==> config.mk <==
export PLATFORM = sky130hd
export DESIGN_NAME = wb_arbiter_flat
export DESIGN_NICKNAME = d
export VERILOG_FILES = /design/src/rtl/wb_arbiter_if.sv /design/src/rtl/wb_arbiter.sv /design/src/flat_wrapper.sv
export SDC_FILE = /design/constraint.sdc
export NUM_CORES = 1
export LEC_CHECK = 0
export CAP_MARGIN = 20
export CORE_MARGIN = 10
export CORE_UTILIZATION = 25
export CTS_BUF_LIST = sky130_fd_sc_hd__clkbuf_2 sky130_fd_sc_hd__clkbuf_4 sky130_fd_sc_hd__clkbuf_8
export DETAILED_ROUTE_END_ITERATION = 16
export DONT_BUFFER_PORTS = 1
export PLACE_DENSITY = 0.47
export SETUP_SLACK_MARGIN = 0.1
export SLEW_MARGIN = 15
export SYNTH_ARGS = -nofsm -noshare
export SYNTH_HDL_FRONTEND = slang
export SYNTH_SLANG_ARGS = --single-unit
==> constraint.sdc <==
create_clock -name clk -period 2.3 [get_ports clk]
set_input_delay 0.69 -clock clk [delete_from_list [all_inputs] [get_ports clk]]
set_output_delay 0.69 -clock clk [all_outputs]
set_load 0.02 [all_outputs]
==> src/rtl/wb_arbiter_if.sv <==
// Writeback arbiter bus bundle: ALU and memory producer handshakes plus the
// registered register-file write port. The arbiter uses the slave modport,
// the producers / register-file side use the master modport.
interface wb_arbiter_if #(
    parameter int DATA_WIDTH    = 32,
    parameter int NUM_REGISTERS = 32
);
    localparam int ADDRESS_WIDTH = $clog2(NUM_REGISTERS);

    logic                     alu_valid_in;
    logic                     alu_ready_out;
    logic [ADDRESS_WIDTH-1:0] alu_rd_in;
    logic [DATA_WIDTH-1:0]    alu_data_in;

    logic                     mem_valid_in;
    logic                     mem_ready_out;
    logic [ADDRESS_WIDTH-1:0] mem_rd_in;
    logic [DATA_WIDTH-1:0]    mem_data_in;

    logic                     wr_en_out;
    logic [ADDRESS_WIDTH-1:0] rd_out;
    logic [DATA_WIDTH-1:0]    rd_data_out;

    modport slave (
        input  alu_valid_in,
        input  alu_rd_in,
        input  alu_data_in,
        input  mem_valid_in,
        input  mem_rd_in,
        input  mem_data_in,
        output alu_ready_out,
        output mem_ready_out,
        output wr_en_out,
        output rd_out,
        output rd_data_out
    );

    modport master (
        output alu_valid_in,
        output alu_rd_in,
        output alu_data_in,
        output mem_valid_in,
        output mem_rd_in,
        output mem_data_in,
        input  alu_ready_out,
        input  mem_ready_out,
        input  wr_en_out,
        input  rd_out,
        input  rd_data_out
    );
endinterface

==> src/rtl/wb_arbiter.sv <==
// Writeback arbiter: picks one of the ALU / memory results per cycle and
// drives a registered write into the register file. The ALU has fixed
// priority. Define WB_FAIRNESS_EN to compile in the starvation guard that
// forces the memory result through after MAX_STALL refusals.
//
// state     | meaning
// ----------|------------------------------------------------------------
// ST_NORMAL | ALU always ready, memory ready only when the ALU is idle
// ST_FORCE  | ALU held off, memory ready (starvation bound reached)
module wb_arbiter #(
    parameter int DATA_WIDTH    = 32,
    parameter int NUM_REGISTERS = 32,
    parameter int MAX_STALL     = 4
) (
    input  logic        clk,
    input  logic        rst_n,
    wb_arbiter_if.slave bus
);
    localparam int ADDRESS_WIDTH = $clog2(NUM_REGISTERS);
    localparam logic [ADDRESS_WIDTH-1:0] RD_ZERO = '0;

    if (MAX_STALL < 1) begin : g_max_stall_check
        $error("wb_arbiter: MAX_STALL must be at least 1");
    end

    logic                     alu_ready;
    logic                     mem_ready;
    logic                     alu_xfer;
    logic                     mem_xfer;
    logic [ADDRESS_WIDTH-1:0] win_rd;
    logic [DATA_WIDTH-1:0]    win_data;

    logic                     wr_en_q;
    logic [ADDRESS_WIDTH-1:0] rd_q;
    logic [DATA_WIDTH-1:0]    rd_data_q;

`ifdef WB_FAIRNESS_EN
    localparam int CNT_W = $clog2(MAX_STALL + 1);
    localparam logic [CNT_W-1:0] STALL_MAX = CNT_W'(MAX_STALL);

    typedef enum logic {
        ST_NORMAL = 1'b0,
        ST_FORCE  = 1'b1
    } state_t;

    state_t           state_q;
    state_t           state_d;
    logic [CNT_W-1:0] stall_q;
    logic [CNT_W-1:0] stall_d;

    // Arbitration state and starvation counter registers.
    always_ff @(posedge clk or negedge rst_n) begin
        if (!rst_n) begin
            state_q <= ST_NORMAL;
            stall_q <= '0;
        end else begin
            state_q <= state_d;
            stall_q <= stall_d;
        end
    end

    // Ready generation, counter update and state transitions.
    // FORCE is entered on the same edge the counter reaches MAX_STALL, so the
    // memory result is accepted on the (MAX_STALL+1)th edge of continuous
    // ALU traffic. Leaving FORCE always clears the counter: either the memory
    // result transferred, or its valid dropped and the force is abandoned.
    always_comb begin
        alu_ready = 1'b1;
        mem_ready = !bus.alu_valid_in;
        state_d   = state_q;
        stall_d   = stall_q;
        case (state_q)
            ST_NORMAL: begin
                if (bus.mem_valid_in && !bus.alu_valid_in) begin
                    stall_d = '0;
                end else if (bus.mem_valid_in && (stall_q != STALL_MAX)) begin
                    stall_d = stall_q + 1'b1;
                end
                if (stall_d == STALL_MAX) begin
                    state_d = ST_FORCE;
                end
            end
            ST_FORCE: begin
                alu_ready = 1'b0;
                mem_ready = 1'b1;
                state_d   = ST_NORMAL;
                stall_d   = '0;
            end
            default: begin
                state_d = ST_NORMAL;
                stall_d = '0;
            end
        endcase
    end
`else
    // Strict ALU priority; the memory path may wait indefinitely.
    always_comb begin
        alu_ready = 1'b1;
        mem_ready = !bus.alu_valid_in;
    end
`endif

    assign alu_xfer = bus.alu_valid_in && alu_ready;
    assign mem_xfer = bus.mem_valid_in && mem_ready;

    // Winning source mux; readies guarantee at most one transfer per cycle.
    always_comb begin
        win_rd   = bus.mem_rd_in;
        win_data = bus.mem_data_in;
        if (alu_xfer) begin
            win_rd   = bus.alu_rd_in;
            win_data = bus.alu_data_in;
        end
    end

    // Registered write port. A transfer to x0 is consumed but leaves the
    // address/data registers untouched so the port shows no activity.
    always_ff @(posedge clk or negedge rst_n) begin
        if (!rst_n) begin
            wr_en_q   <= 1'b0;
            rd_q      <= '0;
            rd_data_q <= '0;
        end else begin
            wr_en_q <= 1'b0;
            if ((alu_xfer || mem_xfer) && (win_rd != RD_ZERO)) begin
                wr_en_q   <= 1'b1;
                rd_q      <= win_rd;
                rd_data_q <= win_data;
            end
        end
    end

    assign bus.alu_ready_out = alu_ready;
    assign bus.mem_ready_out = mem_ready;
    assign bus.wr_en_out     = wr_en_q;
    assign bus.rd_out        = rd_q;
    assign bus.rd_data_out   = rd_data_q;

endmodule

==> src/flat_wrapper.sv <==
// flat-port wrapper written by rule: the top's interface ports become plain ports
module wb_arbiter_flat 
#(
    parameter int DATA_WIDTH    = 32,
    parameter int NUM_REGISTERS = 32,
    parameter int MAX_STALL     = 4
)
  (clk, rst_n, bus_alu_valid_in, bus_alu_rd_in, bus_alu_data_in, bus_mem_valid_in, bus_mem_rd_in, bus_mem_data_in, bus_alu_ready_out, bus_mem_ready_out, bus_wr_en_out, bus_rd_out, bus_rd_data_out);
  wb_arbiter_if #(.DATA_WIDTH(DATA_WIDTH), .NUM_REGISTERS(NUM_REGISTERS)) bus_i ();
  input  logic clk;
  input  logic rst_n;
  input wire logic [$bits(bus_i.alu_valid_in)-1:0] bus_alu_valid_in;
  input wire logic [$bits(bus_i.alu_rd_in)-1:0] bus_alu_rd_in;
  input wire logic [$bits(bus_i.alu_data_in)-1:0] bus_alu_data_in;
  input wire logic [$bits(bus_i.mem_valid_in)-1:0] bus_mem_valid_in;
  input wire logic [$bits(bus_i.mem_rd_in)-1:0] bus_mem_rd_in;
  input wire logic [$bits(bus_i.mem_data_in)-1:0] bus_mem_data_in;
  output wire logic [$bits(bus_i.alu_ready_out)-1:0] bus_alu_ready_out;
  output wire logic [$bits(bus_i.mem_ready_out)-1:0] bus_mem_ready_out;
  output wire logic [$bits(bus_i.wr_en_out)-1:0] bus_wr_en_out;
  output wire logic [$bits(bus_i.rd_out)-1:0] bus_rd_out;
  output wire logic [$bits(bus_i.rd_data_out)-1:0] bus_rd_data_out;
  assign bus_i.alu_valid_in = bus_alu_valid_in;
  assign bus_i.alu_rd_in = bus_alu_rd_in;
  assign bus_i.alu_data_in = bus_alu_data_in;
  assign bus_i.mem_valid_in = bus_mem_valid_in;
  assign bus_i.mem_rd_in = bus_mem_rd_in;
  assign bus_i.mem_data_in = bus_mem_data_in;
  assign bus_alu_ready_out = bus_i.alu_ready_out;
  assign bus_mem_ready_out = bus_i.mem_ready_out;
  assign bus_wr_en_out = bus_i.wr_en_out;
  assign bus_rd_out = bus_i.rd_out;
  assign bus_rd_data_out = bus_i.rd_data_out;
  wb_arbiter #(.DATA_WIDTH(DATA_WIDTH), .NUM_REGISTERS(NUM_REGISTERS), .MAX_STALL(MAX_STALL)) u_core (.clk(clk), .rst_n(rst_n), .bus(bus_i));
endmodule
# ---- Word level (Yosys, flattened, before mapping)
# Cells that the tools add are included.
dict set report totals {
  ff_bits 38
  in_bits 78
  elab_cells 11
  output_inout_bits 40
}
dict set report classes {
  reduce_logical 5
  muxes 3
}
# cell n
set ops {}
lappend ops {{$mux W32} 1}
lappend ops {{$mux W5} 1}
lappend ops {{$reduce_bool A5 Y1} 1}
lappend ops {{$logic_and A1 B1 Y1} 2}
lappend ops {{$logic_not A1 Y1} 1}
lappend ops {{$logic_or A1 B1 Y1} 1}
lappend ops {{$mux W1} 1}

# ---- Longest topological paths before layout
# Gate-level depths: netlist of the first run.
dict set report logic_depth {
  ltp_word 5
  mapped_depth 5
  mapped_depth_nobuf 4
}

# ---- Worst setup path before layout of the first run
# OpenSTA, ideal clock, no wires.
dict set report synth_timing {
  kind {input port to flip-flop}
  from {input bus_alu_rd_in[1]}
  to {register u_core.rd_data_q[0], in the netlist u_core.bus.rd_data_out[0]}
  required_time_ns 2.175
  arrival_ns 2.026
  setup_slack_ns 0.149
  path_stages 5
  path_buffers 1
  setup_ns 0.125
  cell_sequence {or4b_1 > o22ai_2 > a21oi_2 > buf_6 > mux2_4}
}
dict set report synth_via {
  elab_chain_len 3
}
# element line_no
set synth_lines {}
lappend synth_lines {{from (decl)} flat_wrapper.sv:13} ;# input wire logic [$bits(bus_i.alu_rd_in)-1:0] bus_alu_rd_in;
lappend synth_lines {{$mux W5} wb_arbiter.sv:110} ;# if (alu_xfer) begin
lappend synth_lines {{$reduce_bool A5 Y1} wb_arbiter.sv:125} ;# if ((alu_xfer || mem_xfer) && (win_rd != RD_ZERO)) begin
lappend synth_lines {{$logic_and A1 B1 Y1} wb_arbiter.sv:125}
lappend synth_lines {{to (signal assigned)} wb_arbiter.sv:128} ;# rd_data_q <= win_data;
lappend synth_lines {{to (decl)} wb_arbiter.sv:35} ;# logic [DATA_WIDTH-1:0] rd_data_q;
# Every way passes these cells.
# A chain may end at the register's enable or synchronous reset.

# ---- Final worst setup path of the first run
dict set report layout_timing {
  from {input bus_alu_valid_in}
  to {register u_core.rd_data_q[10], in the netlist u_core.bus.rd_data_out[10]}
}
dict set report layout_via {
  elab_chain_len 4
  word_cells_on_any_way 7
  cone_classes {mux (2); reduce/logical (5)}
}
# element line_no
set layout_lines {}
lappend layout_lines {{from (decl)} flat_wrapper.sv:12} ;# input wire logic [$bits(bus_i.alu_valid_in)-1:0] bus_alu_valid_in;
lappend layout_lines {{branches (longest 4 deep; another with $mux W5)} -}
# Parallel ways; which one is timed is not known.

==> run metrics, run 1 <==
status finished clean; Clock Path Buffers 2; number of synthesized register bits 38; DRT Pass-1 Iters 4; Worst Setup End Kind flip-flop; Cell Pwr Density around 720 nW/um2; Vias/cell roughly 4.6; # nets final between 200 and 250; unrepaired setup endpoints after global routing no; RD Place Congestion a little over 0.7; clk slew on worst S/H paths 0.07 ns; Max Cap Viol 0; Die Wd 109 um; H-tree Lvls 2; R2R depth 1; Num CTS Buffers 5; post-CTS setup buffer count 0; Post-Route WL approximately 5000 um; Cells after Synth 130; global route overflow 0; Syn Nets approximately 210; dpl hpwl about 4000 um; commonest non-fill, non-tap cells in the layout 42 x mux2_2, 38 x dfrtp_1, 28 x mux2_4; clock root cell clkbuf_8; f_max about 500 MHz; Hold Fails Final Rpt 0; yosys warns 0; layout cells sized above 1 around 62%; Netlist cell types 19; WL/cell 22.0 um; Setup TNS 0 ns; crit-path max cell delay around 0.57 ns; syn_area_per_cell approximately 15 um2; Fill cells about 780; data arrival time of the critical path 2.11 ns; leakage approximately 0.96 nW; Slew Viols, Final 0; core area ~7700 um2; vias in the first global route between 1000 and 1500; first-pass GRT wire length 7470 um; most common cell after layout, fill and taps aside mux2_2; Hold Crit Class in -> async; Tcrit/Tclk final 84.6%; Final setup viols 0; Diodes inserted 0; post-route minimum period between 1.5 and 2 ns; Max rail drop VDD ~0.22 mV; initial antenna violation count 0; CTS tree built; hold buffers post-CTS 0; post-layout util about 28%; crit start category input port; crit path max fanout 42; largest net degree at the start of global routing 43; highest-delay cell along the critical path or4_1; Post-Place Cells approximately 230; number of top-level pins 118; # port buffers 0; # resized after CTS 0; Die ar. roughly 12000 um2; Final Non-Filler Cells between 200 and 250; CTS sink count 38; Die Height 109 um; cell row count 32; worst skew pair latency 0.28 ns; Worst EP required 2.46 ns; multi-input logic area approximately 1000 um2; # DRC 0; sequential-to-total area share from yosys stat about 48%; Via Count about 1100; Final ANT Viol Nets 0; Post-Syn Area about 2000 um2; Pwr Total ~1.6 mW; initial core utilization approximately 26%; worst-path cell chain or4_1, o22ai_2, a21oi_4, buf_12, mux2_4; GRT Util Overall under 10%; WS Path Type in -> reg; detailed router's first-iteration violation count 30; Seq. cell area roughly 950 um2; Area growth, synth to finish 10.1%; clk_skew 0 ns
==> registers in the layout, summed over array words and instances, names as in the netlist <==
register and flops:
u_core.bus.rd_data_out 32, u_core.bus.rd_out 5, u_core.bus.wr_en_out 1
==> cells in the mapped netlist <==
master / count / area share, %
clkbuf_1: 2 / 0.38
o21ai_0: 2 / 0.50
dfrtp_1: 38 / 48
mux2_4: 28 / 21
a21oi_2: 1 / 0.44
o221ai_1: 1 / 0.44
buf_1: 1 / 0.19
nand2_1: 2 / 0.38
buf_6: 3 / 1.7
nor2_1: 1 / 0.19
mux2i_1: 1 / 0.50
inv_1: 2 / 0.38
conb_1: 1 / 0.19
buf_4: 1 / 0.38
or4b_1: 1 / 0.50
o22ai_2: 1 / 0.63
mux2_2: 42 / 24
or4_1: 1 / 0.38
buf_2: 1 / 0.25
==> path summary, 6_finish.rpt <==
check	from	to	slack [ns]
min	rst_n	u_core.bus.rd_data_out[2]	0.10
max reg2reg	u_core.bus.rd_data_out[16]	u_core.bus.rd_data_out[16]	1.40
min reg2reg	u_core.bus.rd_data_out[28]	u_core.bus.rd_data_out[28]	0.67
max in group asynchronous	rst_n	u_core.bus.rd_data_out[30]	2.10
min in group clk	bus_alu_rd_in[0]	u_core.bus.rd_out[0]	0.54
max	bus_alu_valid_in	u_core.bus.rd_data_out[10]	0.35
==> cell families (layout without fill, tap and decap cells) <==
family	count (synthesis)	after routing	synth area share (%)
AO/OA/AOI/OAI	5	5	2.01
AND/OR/NAND/NOR	5	5	1.44
other	1	1	0.188
flip-flops	38	38	47.7
multiplexers	71	71	45.4
buffers and inverters	10	11	3.27
==> layer usage <==
metal / vias to the layer above / global-route usage [%] / part of all wire (%)
met5: - / 0 / 0
met2: 64 / 14.8 / 54
met3: 4 / 4.66 / 12
met4: 0 / 2.79 / 0.94
met1: 533 / 7.73 / 33
li1: 468 / - / -
==> metrics by stage <==
step	setup WS [ns]	area, um2	hold slack, ns
5_1_grt	0.315	2190	0.0697
4_1_cts	0.366	2190	0.0822
3_3_place_gp	0.119	2110	0.396
2_1_floorplan	0.149	1990	0.394
3_5_place_dp	0.0639	2110	0.397
6_report	0.354	2190	0.101
==> worst max-delay path: cells and delay by family <==
family	cells	cell delay, ns
AOI/OAI and AO/OA	2	0.32
muxes	1	0.31
buffers and inverters	1	0.19
and+or+nand+nor	1	0.57
==> report_power, final <==
group / switching, mW / internal (mW) / total, mW
combinational: 0.0641 / 0.159 / 0.223
clock: 0.216 / 0.232 / 0.448
sequential: 0.168 / 0.746 / 0.914
==> area by class of cell <==
type                       instances  area share (%)
timing repair buffer               2            1.83
clock buffer                       7            3.82
multi-input combinational         82            44.8
tap                              102            5.82
sequential                        38            43.4
inverter                           2           0.342
Power figures use the tool's default switching activity.
==> inputs of run 2 (changes only) <==
- PLACE_DENSITY: 0.47 -> 0.49
- clock period: 2.3 -> 1.65 ns (I/O delays scaled with it)
==> run 2 against run 1 <==
Against the previous run:
- the run now ends with setup timing left
- die area stayed put
- global-route usage is 0.21 points higher
- clock power increased by 39%
- largest power group unchanged
- highest routed layer unchanged
==> run metrics, run 2 (same netlist as run 1, synthesis figures left out) <==
WL/cell approximately 22 um; # DRC 0; Metal-1 WL 1780 um; largest net degree at the start of global routing 43; vias in the first global route ~1300; detailed router's first-iteration violation count 37; Worst Setup End Kind flip-flop; Worst EP required 1.81 ns; Setup WS pre-CTS -0.373 ns; core area between 7000 and 8000 um2; failing checks setup timing; worst skew pair latency 0.28 ns; Die Wd between 100 and 150 um; worst-path cell chain or4b_4, o22ai_4, a21oi_4, buf_12, mux2_4; clk_skew 0 ns; first-pass GRT wire length 7640 um; Final ANT Viol Nets 0; Hold Crit Class in -> async; layout cells sized above 1 around 64%; worst hold slack around 0.047 ns; Cell Pwr Density between 1000 and 1500 nW/um2; GRT Util Overall under 10%; highest-delay cell along the critical path or4b_4; dpl hpwl just over 4000 um; crit path max fanout 27; metal3 WL about 740 um; Hold Fails Final Rpt 0; Diodes inserted 0; # nets final 210; Num CTS Buffers 5; H-tree Lvls 2; Vias/cell roughly 4.6; Area growth, synth to finish 11.7%; Die ar. about 12000 um2; PnR worst setup slack -0.0323 ns; leakage approximately 0.97 nW; unrepaired setup endpoints after global routing yes; post-layout util approximately 29%; cell row count 32; CP top delay family simple AND/OR/NAND/NOR gates; Max rail drop VDD approximately 0.29 mV; clk slew on worst S/H paths 0.07 ns; Die Height around 110 um; Max Cap Viol 0; most common cell after layout, fill and taps aside mux2_2; post-route minimum period ~1.7 ns; # port buffers 0; crit-path max cell delay ~0.53 ns; Slew Viols, Final 0; CTS tree built; highest routed layer met4; crit start category input port; WS Path Type in -> reg; data arrival time of the critical path approximately 1.9 ns; Tcrit/Tclk final 102%; met2 WL approximately 2600 um; buffers and inverters on the worst path 1; Area after DPL around 2100 um2; f_max 594 MHz; Clock Path Buffers 2; CTS sink count 38; Post-Route WL 5140 um; RD Place Congestion roughly 0.69; initial core utilization about a quarter; global route overflow 0; post-route cell area about 2200 um2; worst r2r src u_core.bus.rd_out[1]; clock root cell clkbuf_8; Via Count around 1100; initial antenna violation count 1; number of top-level pins 118; number of flip-flops in the largest register 32; commonest non-fill, non-tap cells in the layout 42 x mux2_2, 38 x dfrtp_1, 28 x mux2_4; DRT Pass-1 Iters 4; status finished, violations left; crit path from bus_alu_rd_in[1]; Final setup viols 22
-- run 2: cell count changes in the layout (fill, tap and decap cells not counted), sizes merged --
cell	delta
clkbuf	-1
buf	+1
-- run 2: path summary, 6_finish.rpt --
kind                                              end  cells after the start  slack, ns
max                        u_core.bus.rd_data_out[16]                      5      -0.03
min                         u_core.bus.rd_data_out[4]                      1       0.05
max reg2reg                      u_core.bus.rd_out[1]                      1       0.76
min reg2reg                u_core.bus.rd_data_out[16]                      1       0.68
max in group asynchronous  u_core.bus.rd_data_out[21]                      1       1.40
min in group clk                 u_core.bus.rd_out[0]                      1       0.33
-- run 2: area by class of cell --
class	count	area, um2
clock buffers	6	82.6
multi-input cells	82	1000
inverters	2	7.51
well taps	102	128
fillers	774	5500
flip-flops and latches	38	951
repair buffers	3	51.3
-- run 2: what timing repair did --
action / 4_1_cts / 5_1_grt
gates resized for setup: 4 / 0
hold endpoints to repair: 38 / 0
pin swaps: 1 / 0
setup buffers: 0 / 0
hold buffers: 1 / 0
setup endpoints to repair: 35 / 35
-- run 2: through the flow --
stage / TNS (ns) / power, mW / cells
after global routing: -0.894 / 2.36 / 233
final: -0.386 / 2.23 / 233
after floorplan: -9.45 / 1.55 / 130
after CTS: -0.175 / 2.29 / 233
after detailed placement: -12.70 / 1.61 / 226
after global placement: -11.26 / 1.59 / 226
-- run 2: layer usage --
| metal | global-route usage [%] | up-vias |
|---|---|---|
| met2 | 14.0 | 66 |
| met3 | 5.49 | 6 |
| met5 | 0 | - |
| met1 | 8.64 | 527 |
| met4 | 2.51 | 0 |
| li1 | - | 470 |
-- run 2: where the power goes --
part	internal [mW]	leakage [nW]	switching (mW)
logic	0.227	0.481	0.107
clock network	0.322	0.0431	0.302
registers	1.04	0.443	0.232
total	1.59	0.967	0.641
